==> config.mk <==
export PLATFORM = sky130hd
export DESIGN_NAME = bus_sequencer
export DESIGN_NICKNAME = d
export VERILOG_FILES = /design/src/rtl/bus_sequencer.sv
export SDC_FILE = /design/constraint.sdc
export NUM_CORES = 1
export LEC_CHECK = 0
export ABC_AREA = 1
export CAP_MARGIN = 20
export CORE_MARGIN = 2
export CORE_UTILIZATION = 36
export DETAILED_ROUTE_END_ITERATION = 16
export HOLD_SLACK_MARGIN = 0.02
export PLACE_DENSITY = 0.82
export REMOVE_ABC_BUFFERS = 1
export SYNTH_ARGS = -nofsm -noshare
export SYNTH_HDL_FRONTEND = slang
export SYNTH_SLANG_ARGS = --single-unit
==> constraint.sdc <==
create_clock -name clk_sys_i -period 2.3 [get_ports clk_sys_i]
set_clock_uncertainty 0.1 [all_clocks]
set_input_delay 0.575 -clock clk_sys_i [delete_from_list [all_inputs] [get_ports clk_sys_i]]
set_output_delay 0.575 -clock clk_sys_i [all_outputs]
set_load 0.01 [all_outputs]
==> src/rtl/bus_sequencer.sv <==
`timescale 1ns/1ps
// Time-division sequencer: four fixed 16-clock slots (SPI, char, pixel, CPU) per 64-clock CPU cycle drive the shared bus.
// Latency: all outputs registered; SPI done 14 clocks after the phase-0 sample, CPU enable every 64 clocks at cnt 63.
// Backpressure: none; SPI master holds valid until done, an unsampled request simply waits for the next slot-0 phase 0.
module bus_sequencer #(
  parameter bit ROM_WRITE_PROTECT = 1'b1
) (
  input  logic        clk_sys_i,
  input  logic        reset_n_i,

  input  logic        spi_valid_i,
  input  logic [16:0] spi_addr_i,
  input  logic        spi_rw_n_i,
  output logic        spi_done_o,

  input  logic [15:0] cpu_addr_i,
  input  logic        cpu_rw_n_i,
  output logic        cpu_clk_en_o,

  input  logic [16:0] video_char_addr_i,
  input  logic [16:0] video_pixel_addr_i,
  output logic        video_char_load_o,
  output logic        video_pixel_load_o,

  input  logic        ram_en_i,
  input  logic        is_readonly_i,

  output logic [16:0] bus_addr_o,
  output logic        bus_rw_n_o,
  output logic        ram_oe_n_o,
  output logic        ram_we_n_o,
  output logic [1:0]  slot_o,
  output logic        bus_active_o
);

  typedef enum logic [1:0] {
    SLOT_SPI   = 2'd0,
    SLOT_CHAR  = 2'd1,
    SLOT_PIXEL = 2'd2,
    SLOT_CPU   = 2'd3
  } slot_e;

  // Strobe window inside a slot: one clock of address setup after phase 0/1
  // and one clock of hold before the phase-14 load pulse.
  localparam logic [3:0] STROBE_FIRST = 4'd2;
  localparam logic [3:0] STROBE_LAST  = 4'd13;
  localparam logic [3:0] LOAD_PHASE   = 4'd14;

  // Counter and its decoded next position. Every output is computed from the
  // next counter value so the registered outputs line up with cnt itself.
  logic [5:0]  cnt_q, cnt_d;
  logic [3:0]  phase_d;
  slot_e       slot_q, slot_d;

  // Bus ownership state, held for the whole slot.
  logic [16:0] bus_addr_q, bus_addr_d;
  logic        bus_rw_n_q, bus_rw_n_d;
  logic        active_q, active_d;

  // Strobes and pulses.
  logic        ram_oe_n_q, ram_oe_n_d;
  logic        ram_we_n_q, ram_we_n_d;
  logic        spi_done_q, spi_done_d;
  logic        char_load_q, char_load_d;
  logic        pixel_load_q, pixel_load_d;
  logic        cpu_clk_en_q, cpu_clk_en_d;

  logic        strobe_win;
  logic        load_win;
  logic        write_blocked;

  // Free-running 0..63 counter; slot and phase fall out of its bit fields.
  always_comb begin
    cnt_d   = cnt_q + 6'd1;
    phase_d = cnt_d[3:0];
    slot_d  = slot_e'(cnt_d[5:4]);
  end

  // Slot owner selection at phase 0; address and direction then hold for the slot.
  always_comb begin
    bus_addr_d = bus_addr_q;
    bus_rw_n_d = bus_rw_n_q;
    active_d   = active_q;
    if (phase_d == 4'd0) begin
      unique case (slot_d)
        SLOT_SPI: begin
          active_d = spi_valid_i;
          if (spi_valid_i) begin
            bus_addr_d = spi_addr_i;
            bus_rw_n_d = spi_rw_n_i;
          end else begin
            // Idle slot keeps the old address on the bus but never writes.
            bus_rw_n_d = 1'b1;
          end
        end
        SLOT_CHAR: begin
          active_d   = 1'b1;
          bus_addr_d = video_char_addr_i;
          bus_rw_n_d = 1'b1;
        end
        SLOT_PIXEL: begin
          active_d   = 1'b1;
          bus_addr_d = video_pixel_addr_i;
          bus_rw_n_d = 1'b1;
        end
        SLOT_CPU: begin
          active_d   = 1'b1;
          bus_addr_d = {1'b0, cpu_addr_i};
          bus_rw_n_d = cpu_rw_n_i;
        end
        default: begin
          active_d = 1'b0;
        end
      endcase
    end
  end

  // RAM strobes: decode results arrive combinationally from the bus address,
  // so they are sampled here one clock ahead of each strobe clock.
  always_comb begin
    strobe_win    = active_d && (phase_d >= STROBE_FIRST) && (phase_d <= STROBE_LAST);
    // Only the CPU is barred from read-only regions; SPI may load ROM images.
    write_blocked = (slot_d == SLOT_CPU) && ROM_WRITE_PROTECT && is_readonly_i;
    ram_oe_n_d    = !(strobe_win && bus_rw_n_d && ram_en_i);
    ram_we_n_d    = !(strobe_win && !bus_rw_n_d && ram_en_i && !write_blocked);
  end

  // Completion pulses for the slot owner and the CPU cycle enable.
  always_comb begin
    load_win     = active_d && (phase_d == LOAD_PHASE);
    spi_done_d   = load_win && (slot_d == SLOT_SPI);
    char_load_d  = load_win && (slot_d == SLOT_CHAR);
    pixel_load_d = load_win && (slot_d == SLOT_PIXEL);
    // The CPU advances once per 64 clocks regardless of what its slot decoded to.
    cpu_clk_en_d = (cnt_d == 6'd63);
  end

  // State and output registers with synchronous active-low reset.
  always_ff @(posedge clk_sys_i) begin
    if (!reset_n_i) begin
      cnt_q        <= 6'd0;
      slot_q       <= SLOT_SPI;
      bus_addr_q   <= 17'd0;
      bus_rw_n_q   <= 1'b1;
      active_q     <= 1'b0;
      ram_oe_n_q   <= 1'b1;
      ram_we_n_q   <= 1'b1;
      spi_done_q   <= 1'b0;
      char_load_q  <= 1'b0;
      pixel_load_q <= 1'b0;
      cpu_clk_en_q <= 1'b0;
    end else begin
      cnt_q        <= cnt_d;
      slot_q       <= slot_d;
      bus_addr_q   <= bus_addr_d;
      bus_rw_n_q   <= bus_rw_n_d;
      active_q     <= active_d;
      ram_oe_n_q   <= ram_oe_n_d;
      ram_we_n_q   <= ram_we_n_d;
      spi_done_q   <= spi_done_d;
      char_load_q  <= char_load_d;
      pixel_load_q <= pixel_load_d;
      cpu_clk_en_q <= cpu_clk_en_d;
    end
  end

  assign bus_addr_o         = bus_addr_q;
  assign bus_rw_n_o         = bus_rw_n_q;
  assign ram_oe_n_o         = ram_oe_n_q;
  assign ram_we_n_o         = ram_we_n_q;
  assign slot_o             = slot_q;
  assign bus_active_o       = active_q;
  assign spi_done_o         = spi_done_q;
  assign video_char_load_o  = char_load_q;
  assign video_pixel_load_o = pixel_load_q;
  assign cpu_clk_en_o       = cpu_clk_en_q;

endmodule

==> reports/summary.json <==
{
  "first_pass_iters": 4,
  "final-instance-count-excl-fill": 490,
  "fp.dieW_um": 77.4,
  "detailedRoute.firstIterationViolations": 66,
  "tightestPinTransition_ps": 417,
  "report.power.total_mw": 1.24,
  "max-slew-margin-rel_pct": 72.0,
  "fin_crit_sh_pct": 90.9,
  "antenna_violations_before_repair": 0,
  "cts_tree": "done",
  "period_needed_ps": 2090,
  "drt_wl_total_um": 5740,
  "dpl.cell_count": 482,
  "placement.io_buffers": 100,
  "vias_per_cell": 4.62,
  "cts-hold-fix-buffers": 0,
  "seq_area_frac_synth_pct": 32.0,
  "path_class": "register to register",
  "grt_pass1_wl_um": 9680,
  "yosys.cell_types.count": 22,
  "fin_util_pct": 60.9,
  "final_antenna_net_count": 0,
  "worstSkewPairLatency_ps": 280,
  "route.detailed.drc": 0,
  "groute.usage.overall_pct": 19.9,
  "post_drt_wl_per_cell_um": 11.7,
  "worst_setup_path_startpoint": "cnt_q[0]$_SDFF_PN0_",
  "ff2ff_setup_slack_ps": 210,
  "floorplan.io_pins": 101,
  "power-per-cell-area_mw_per_mm2": 396,
  "clock_tree.buffer_depth": 2,
  "layout.cells.most_common_list": "111 x nand2_1, 100 x clkdlybuf4s50_1, 52 x nor2_1",
  "ys_ff_latch": 31,
  "reg2reg_capture_point": "bus_addr_o[1]$_SDFFE_PN0P_",
  "max-cap-violations": 0,
  "rows": 26,
  "initial_utilization_pct": 37.7,
  "postSynthAreaPerCell_sq_um": 6.15,
  "critPathArrivalTime_ps": 2170,
  "detailroute.via_count": 2266,
  "finalMaxSlewViolations": 0,
  "timing.critical_path.max_delay_family": "buffers and inverters",
  "die_y_um": 77.4,
  "cp.buffers_inverters": 4,
  "r2r_cells": 12,
  "cp-endpoint": "bus_addr_o[1]$_SDFFE_PN0P_",
  "synthesis.yosys.warnings": 0,
  "post_cts_resized": 1,
  "design.die.area_sq_mm": 0.00599,
  "root_buffer": "clkbuf_8",
  "vdd_drop_max_uv": 212,
  "achievable-frequency_ghz": 0.478,
  "cpPeakStageDelay_ps": 380,
  "cts.sinks": 31,
  "outcome": "finished, final reports clean",
  "flow.area_growth_from_synthesis_pct": 61.5,
  "worst_hold_path_type": "register to register",
  "drive_above_1_share_pct": 6.19,
  "unrepaired_setup_endpoints_after_global_routing": "no",
  "post_cts_buffers": 0,
  "critical_path.cell_chain": "ha_1 > nand3_1 > xor2_1 > buf_4 > ha_1 > inv_1 > nor2_1 > inv_1 > nand4_4 > buf_12 > o21ai_0 > nor2_1",
  "worst-path-stages": 12,
  "global_route.overflow_total": 0,
  "floorplan.core_area_sq_mm": 0.00514,
  "clk_pin_slew_ps": 60,
  "postSynthCellCount": 315,
  "timing.critical_path.from_type": "register",
  "final.fill_count": 519,
  "p_leak_nw": 1.42,
  "cp.required_ps": 2380,
  "nNetsFinal": 503,
  "setup_viol": 0,
  "clock_tree.htree_level_count": 2,
  "grt_start_max_net_pins": 35,
  "layout.cells.most_common": "nand2_1",
  "cts-buffers-inserted": 5,
  "first_global_vias": 2283,
  "critPathMaxFanout": 34,
  "hold_violations": 0,
  "hpwlAfterDp_um": 4400,
  "antennaDiodeCount": 0,
  "post_synthesis_cell_area_sq_mm": 0.00194,
  "min_delay_path_depth": 1,
  "place.gp.congestion": 0.831,
  "endpoint_kind": "register",
  "timing.critical_path.slowest_stage_cell": "dfxtp_1",
  "crit-reg2reg-launch": "cnt_q[0]$_SDFF_PN0_"
}
[metrics by stage]
step           worst slack [ps]  hold slack (ps)  TNS, ps  cell area (sq um)
6_report                    210              384        0               3130
5_1_grt                    12.5              426        0               3130
4_1_cts                     102              398        0               3120
3_5_place_dp              -51.6              383     -307               3040
3_3_place_gp               66.6              354        0               3040
2_1_floorplan              -301              382    -4870               1840
[cell usage after synthesis (all sizes together)]
master / instances / area (sq um)
nand2: 112 / 423
nor2: 52 / 195
inv: 41 / 154
dfxtp: 31 / 621
nand3: 16 / 80.1
buf: 15 / 97.6
a21oi: 10 / 50.1
ha: 10 / 125
a31oi: 9 / 56.3
o21ai: 8 / 40.0
nand4: 5 / 46.3
xnor2: 2 / 25.0
a22o: 1 / 8.76
clkbuf: 1 / 3.75
clkinv: 1 / 3.75
xor2: 1 / 8.76
[state kept, by name, indices dropped and copies added (netlist names)]
register and flops:
bus_active_o 1, spi_done_o 1, video_pixel_load_o 1, ram_oe_n_o 1, cpu_clk_en_o 1, bus_rw_n_o 1
cnt_q 6, ram_we_n_o 1, video_char_load_o 1, bus_addr_o 17
[worst min-delay path by stage]
stage                                    from             endpoint  slack [ps]
after global placement    cnt_q[0]$_SDFF_PN0_  cnt_q[0]$_SDFF_PN0_         350
after CTS                 cnt_q[0]$_SDFF_PN0_  cnt_q[0]$_SDFF_PN0_         400
after floorplan           cnt_q[0]$_SDFF_PN0_  cnt_q[0]$_SDFF_PN0_         380
final                     cnt_q[0]$_SDFF_PN0_  cnt_q[0]$_SDFF_PN0_         380
after global routing      cnt_q[0]$_SDFF_PN0_  cnt_q[0]$_SDFF_PN0_         430
after detailed placement  cnt_q[0]$_SDFF_PN0_  cnt_q[0]$_SDFF_PN0_         380
[report_power, final]
part	switching (mW)	internal, mW	leakage [nW]
Combinational	0.0954	0.170	1.13
Sequential	0.0108	0.554	0.252
Clock	0.196	0.212	0.0422
Total	0.303	0.936	1.42
[cells by family after synthesis]
logic type      count (synthesis)  share of synthesized area [%]
fa+ha+maj                      10                           6.46
simple gates                  185                           38.4
compound gates                 28                           8.01
xor+xnor                        3                           1.74
flops                          31                           32.0
buf+inv                        58                           13.4
[layer usage]
layer / up-vias / routed length (um) / GRT usage [%]
li1: 1166 / - / -
met1: 1010 / 2470 / 22.3
met2: 76 / 2720 / 34.6
met3: 14 / 360 / 5.70
met4: 0 / 187 / 9.29
met5: - / 0 / 0
[worst register-to-register path, cell delays in order, from the launching register on]
cell and delay (ps):
dfxtp_1 380, ha_1 190, nand3_1 100, xor2_1 160, buf_4 150, ha_1 200
inv_1 50, nor2_1 40, inv_1 90, nand4_4 110, buf_12 180, o21ai_0 180
nor2_1 60
[area by class of cell]
class / instances / area (sq um) / area share (%)
repair buffers: 113 / 1110 / 35.5
multi-input cells: 226 / 1070 / 34.2
flip-flops and latches: 31 / 622 / 19.9
inverters: 42 / 158 / 5.04
well taps: 70 / 87.6 / 2.80
clock buffers: 7 / 76.3 / 2.44
clock inverters: 1 / 5.00 / 0.160
No activity file was read; power rests on OpenSTA's default activity.
